[src/rtl/fifo_action_driver_if.sv]
// Agent action channel plus the fifo-facing push/pop/data and edge-flag signals.
// The slave modport is the driver's view; the master modport belongs to the agent/fifo side.
interface fifo_action_driver_if #(
    parameter int width = 8,
    parameter int lenw  = 4
);
    logic             act_valid;
    logic             act_ready;
    logic [1:0]       act_op;
    logic [lenw-1:0]  act_len;
    logic             fifo_push;
    logic             fifo_pop;
    logic [width-1:0] fifo_datain;
    logic             fifo_full_posedge;
    logic             fifo_empty_posedge;

    modport master (
        output act_valid, act_op, act_len, fifo_full_posedge, fifo_empty_posedge,
        input  act_ready, fifo_push, fifo_pop, fifo_datain
    );

    modport slave (
        input  act_valid, act_op, act_len, fifo_full_posedge, fifo_empty_posedge,
        output act_ready, fifo_push, fifo_pop, fifo_datain
    );
endinterface

[src/rtl/fifo_action_driver.sv]
// Turns agent action tokens into registered fifo push/pop/data; rewards and ends the episode on the goal edge.
// Latency: one cycle from token accept to first push/pop; backpressure: act_ready only while IDLE.
module fifo_action_driver #(
    parameter int width     = 8,
    parameter int depth     = 16,
    parameter int log2depth = 4,
    parameter int lenw      = 4
) (
    input  logic                 clk,
    input  logic                 rst,
    fifo_action_driver_if.slave  bus,
    input  logic                 goal_sel,
    input  logic                 ep_clear,
    output logic                 reward,
    output logic                 done,
    output logic [15:0]          step_cnt
);
    localparam int occw = log2depth + 1;
    localparam logic [occw-1:0] occ_max = occw'(depth);

    typedef enum logic [1:0] {IDLE = 2'd0, RUN = 2'd1, DONE = 2'd2} state_t;

    state_t           state;
    state_t           state_n;
    logic [1:0]       cur_op;
    logic [lenw-1:0]  remaining;
    logic             push_drv;
    logic             pop_drv;
    logic [width-1:0] data_cnt;
    logic [occw-1:0]  occ;
    logic [occw-1:0]  occ_next;
    logic             goal_hit;
    logic             accepting;
    logic [1:0]       op_sel;
    logic             push_next;
    logic             pop_next;

    assign goal_hit = (goal_sel ? bus.fifo_empty_posedge : bus.fifo_full_posedge) && (state != DONE);

    always_ff @(posedge clk or negedge rst) begin
        if (!rst) state <= IDLE;
        else      state <= state_n;
    end

    always_comb begin
        state_n = state;
        unique case (state)
            IDLE:    if (goal_hit) state_n = DONE;
                     else if (bus.act_valid) state_n = RUN;
            RUN:     if (goal_hit) state_n = DONE;
                     else if (remaining == '0) state_n = IDLE;
            DONE:    if (ep_clear) state_n = IDLE;
            default: state_n = IDLE;
        endcase
    end

    // Next-cycle push/pop come from the shadow occupancy, never from the fifo's own outputs.
    always_comb begin
        accepting = (state == IDLE);
        done      = (state == DONE);
        op_sel    = (state == IDLE) ? bus.act_op : cur_op;
        occ_next  = occ + occw'(push_drv) - occw'(pop_drv);
        pop_next  = (state_n == RUN) && op_sel[1] && (occ_next != '0);
        push_next = (state_n == RUN) && op_sel[0] && ((occ_next < occ_max) || pop_next);
    end

    always_ff @(posedge clk or negedge rst) begin
        if (!rst) begin
            cur_op    <= '0;
            remaining <= '0;
            push_drv  <= 1'b0;
            pop_drv   <= 1'b0;
            data_cnt  <= '0;
            occ       <= '0;
            reward    <= 1'b0;
            step_cnt  <= '0;
        end else begin
            occ      <= occ_next;
            push_drv <= push_next;
            pop_drv  <= pop_next;
            reward   <= goal_hit;
            if (push_drv)
                data_cnt <= data_cnt + width'(1);
            if (state == IDLE && bus.act_valid) begin
                cur_op    <= bus.act_op;
                remaining <= bus.act_len;
            end else if (state == RUN && remaining != '0) begin
                remaining <= remaining - lenw'(1);
            end
            if (state == DONE && ep_clear)
                step_cnt <= '0;
            else if (state == RUN && step_cnt != 16'hFFFF)
                step_cnt <= step_cnt + 16'd1;
        end
    end

    assign bus.act_ready   = accepting;
    assign bus.fifo_push   = push_drv;
    assign bus.fifo_pop    = pop_drv;
    assign bus.fifo_datain = data_cnt;
endmodule

[src/flat_wrapper.sv]
// flat-port wrapper written by rule: the top's interface ports become plain ports
module fifo_action_driver_flat 
#(
    parameter int width     = 8,
    parameter int depth     = 16,
    parameter int log2depth = 4,
    parameter int lenw      = 4
)
  (clk, rst, goal_sel, ep_clear, reward, done, step_cnt, bus_act_valid, bus_act_op, bus_act_len, bus_fifo_full_posedge, bus_fifo_empty_posedge, bus_act_ready, bus_fifo_push, bus_fifo_pop, bus_fifo_datain);
  fifo_action_driver_if #(.width(width), .lenw(lenw)) bus_i ();
  input  logic clk;
  input  logic rst;
  input  logic goal_sel;
  input  logic ep_clear;
  output logic reward;
  output logic done;
  output logic [15:0] step_cnt;
  input wire logic [$bits(bus_i.act_valid)-1:0] bus_act_valid;
  input wire logic [$bits(bus_i.act_op)-1:0] bus_act_op;
  input wire logic [$bits(bus_i.act_len)-1:0] bus_act_len;
  input wire logic [$bits(bus_i.fifo_full_posedge)-1:0] bus_fifo_full_posedge;
  input wire logic [$bits(bus_i.fifo_empty_posedge)-1:0] bus_fifo_empty_posedge;
  output wire logic [$bits(bus_i.act_ready)-1:0] bus_act_ready;
  output wire logic [$bits(bus_i.fifo_push)-1:0] bus_fifo_push;
  output wire logic [$bits(bus_i.fifo_pop)-1:0] bus_fifo_pop;
  output wire logic [$bits(bus_i.fifo_datain)-1:0] bus_fifo_datain;
  assign bus_i.act_valid = bus_act_valid;
  assign bus_i.act_op = bus_act_op;
  assign bus_i.act_len = bus_act_len;
  assign bus_i.fifo_full_posedge = bus_fifo_full_posedge;
  assign bus_i.fifo_empty_posedge = bus_fifo_empty_posedge;
  assign bus_act_ready = bus_i.act_ready;
  assign bus_fifo_push = bus_i.fifo_push;
  assign bus_fifo_pop = bus_i.fifo_pop;
  assign bus_fifo_datain = bus_i.fifo_datain;
  fifo_action_driver #(.width(width), .depth(depth), .log2depth(log2depth), .lenw(lenw)) u_core (.clk(clk), .rst(rst), .bus(bus_i), .goal_sel(goal_sel), .ep_clear(ep_clear), .reward(reward), .done(done), .step_cnt(step_cnt));
endmodule
[config.mk]
export PLATFORM = sky130hd
export DESIGN_NAME = fifo_action_driver_flat
export DESIGN_NICKNAME = d
export VERILOG_FILES = /design/src/rtl/fifo_action_driver_if.sv /design/src/rtl/fifo_action_driver.sv /design/src/flat_wrapper.sv
export SDC_FILE = /design/constraint.sdc
export NUM_CORES = 1
export LEC_CHECK = 0
export CAP_MARGIN = 10
export CORE_MARGIN = 1
export CORE_UTILIZATION = 45
export CTS_BUF_LIST = sky130_fd_sc_hd__clkbuf_16
export DETAILED_ROUTE_END_ITERATION = 7
export GPL_ROUTABILITY_DRIVEN = 0
export PLACE_DENSITY_LB_ADDON = 0.05
export SYNTH_ARGS = -nofsm -noshare
export SYNTH_HDL_FRONTEND = slang
export SYNTH_SLANG_ARGS = --single-unit
[constraint.sdc]
create_clock -name clk -period 3.8 [get_ports clk]
set_input_delay 0.76 -clock clk [delete_from_list [all_inputs] [get_ports clk]]
set_output_delay 0.76 -clock clk [all_outputs]
set_load 0.02 [all_outputs]
==> impl_metrics.yaml <==
status:
  outcome: "complete, no violations"
clocking:
  clk_path_buf_depth: 2
  cts_max_level: 2
  cts_made_buffers: 5
  cts_hold_buf: 0
  cts_sinks: 40
  path_clk_slew_ps: 60
  cts_root_buffer: "clkbuf_16"
  post_cts_resized: 0
  clk_latency_ps: 280
  post_cts_buffers: 0
  cts_tree: "yes"
timing:
  worstMarginPinSlew_ps: 882
  setup_slack_ps: 1320
  drv_slew: 0
  max-slew-margin-rel: 0.412
  setup_viol: 0
  finalHoldViolCount: 0
  fmax_ghz: 0.404
  finalCriticalPeriod_ps: 2480
  post-route-period-util: 0.652
  skew_ps: 4.81
  rsz0062_at_grt: "false"
  finalSetupTns_ps: 0
global_routing:
  grt_overflow: 0
  antenna_found_initial: 0
  grt_max_degree: 41
  grt_pass1_wl_mm: 7.36
  grt_usage: 0.188
  first_global_vias: 1680
layout:
  drive_gt1_frac: 0.0729
  num_antenna_cells: 0
  areaGrowthSynthToFinish_pct: 30.7
  fin_nets: 268
yosys:
  synth_edf_count: 0
  yosysTopAreaCell: "dfrtp_1"
  synth-main-ff-cell: "dfrtp_1"
  synthXorXnorAreaFrac: 0.0594
  avgSynthCellArea_um2: 10.3
  synth_cell_types: 44
  synthMostInstantiatedCell: "dfrtp_1"
  synth_top_family_by_area: "simple AND/OR/NAND/NOR gates"
  ys_warn_count: 0
  synthTopCellsByCount: "dfrtp_1 (40), inv_1 (16), nand2_1 (13)"
  synth-simple-area-share: 0.185
  synth.area.top_cells: "dfrtp_1 (49%), ha_1 (4.9%), xnor2_1 (4.2%)"
  postSynthCellCount: 201
  netlist_area_um2: 2060
  syn_nets: 223
  synth-seq-area-share: 0.485
  synth_fa_ha_area_frac: 0.0582
  synth_compound_area_frac: 0.129
  yosysTopAreaCellShare: 0.485
  async_reset_ff_frac: 1.00
  yosys_register_bits: 40
  muxShareOfSynthArea: 0.0461
place:
  io_buffers: 41
  place_worst_setup_slack_ps: 1320
  hpwl_mm: 3.22
floorplan:
  die_area_um2: 4860
  io_pins: 42
  die_h_um: 69.7
  fp.dieW_um: 69.7
  initial_utilization: 0.471
  row_count: 24
  core_region_area_um2: 4380
power:
  p_leak_nw: 1.13
  vdd_ir_drop_max_mv: 0.430
  power_mw: 1.65
  power_density_nw_per_um2: 610
worst_setup_path:
  cp_cell_sequence: "inv_1, ha_1, inv_1, ha_1, inv_1, fa_1, nand2b_1, a21oi_1, xor2_1, inv_1, a221oi_1"
  cpMaxStageDelayCell: "dfrtp_1"
  cp_max_fo: 7
  arrival_ps: 2650
  path_common_cell: "inv_1"
  endpoint_kind: "flop"
  start_kind: "flop"
  cp_slowest_stage_delay_ps: 450
  criticalPathCategory: "reg2reg"
  required_ps: 3980
drt:
  final_antenna_net_count: 0
  wl_per_cell_um: 14.4
  vias: 1724
  drtPass1Iterations: 4
  wl_mm: 4.32
  via_per_inst: 5.77
  drc: 0
  drt_iter0_drc: 98
min_path:
  hp-class: "reg2reg"
flow_run:
  maxCapViolCount: 0
## stage by stage
| stage | hold slack, ps | utilization | instance area, um^2 | std cells |
|---|---|---|---|---|
| after floorplan | 464 | - | 2060 | 201 |
| after global placement | 461 | 0.576 | 2520 | 291 |
| after detailed placement | 463 | 0.576 | 2520 | 291 |
| after CTS | 475 | 0.615 | 2700 | 299 |
| after global routing | 481 | 0.615 | 2700 | 299 |
| final | 467 | 0.615 | 2700 | 299 |
## cells in the final DEF, fill, tap and decap left out, types with 3 or more instances in the layout
cell             Yosys  routed
nand4_1              7       7
clkdlybuf4s50_1      0      40
or3_1                3       3
o31ai_1              6       6
xor2_1               4       4
nor2b_1              3       3
mux2i_1              5       5
inv_1               16      16
a21oi_1             11      11
nor4_1               3       3
xnor2_1             10      10
nand3_1              5       5
o21ai_0              5       5
nand2_1             13      13
ha_1                 8       8
dfrtp_1             40      40
clkbuf_16            0       5
o211ai_1             6       6
nor2_1              10      10
mux2_2               4       4
and3_1               4       4
nor3_1               9       9
## cell families after synthesis
logic type | Yosys count
AND/OR/NAND/NOR | 69
AO/OA/AOI/OAI | 40
flip-flops | 40
buffers and inverters | 20
XOR/XNOR | 14
multiplexers | 9
adder cells (fa/ha/maj) | 9
## worst max-delay path: cells and delay by family (launching register included)
family	cells	cell delay [ps]
buf+inv	4	270
compound gates	2	450
xor+xnor	1	210
simple gates	1	160
fa+ha+maj	3	840
flops	1	450
## power by group
part / internal (mW) / switching [mW]
sequential: 0.523 / 0.0883
combinational: 0.254 / 0.299
clock: 0.312 / 0.170
total: 1.09 / 0.557
## flip-flops by register name (all words and copies together) (netlist names)
| register | cells |
|---|---|
| u_core.bus.fifo_datain | 8 |
| u_core.remaining | 4 |
| u_core.occ | 5 |
| u_core.state | 2 |
| u_core.bus.fifo_pop | 1 |
| u_core.bus.fifo_push | 1 |
| u_core.step_cnt | 16 |
| u_core.cur_op | 2 |
| u_core.reward | 1 |
## final timing paths
| path | startpoint | endpoint | slack [ps] | depth (start not counted) |
|---|---|---|---|---|
| max | u_core.bus.fifo_push | u_core.bus.fifo_push | 1320 | 11 |
| min | u_core.bus.fifo_datain[7] | u_core.bus.fifo_datain[7] | 470 | 1 |
| max reg2reg | u_core.bus.fifo_push | u_core.bus.fifo_push | 1320 | 11 |
| min reg2reg | u_core.bus.fifo_datain[7] | u_core.bus.fifo_datain[7] | 470 | 1 |
| max in group asynchronous | rst | u_core.step_cnt[1] | 2640 | 1 |
| min in group asynchronous | rst | u_core.bus.fifo_datain[4] | 600 | 1 |
## metal layers
metal	vias up	share of wire	track usage
met2	42	0.51	0.323
met3	10	0.029	0.0465
met5	-	0	0
li1	826	-	-
met4	0	0.021	0.0711
met1	846	0.44	0.227
## area by class of cell
cell class	count	area, um^2
Fill cell	360	1690
Tap cell	52	65.1
Sequential cell	40	1000
Clock buffer	5	125
Clock inverter	3	46.3
Timing Repair Buffer	42	413
Multi-Input combinational cell	141	986
Inverter	16	60.1
Power figures use the tool's default switching activity.
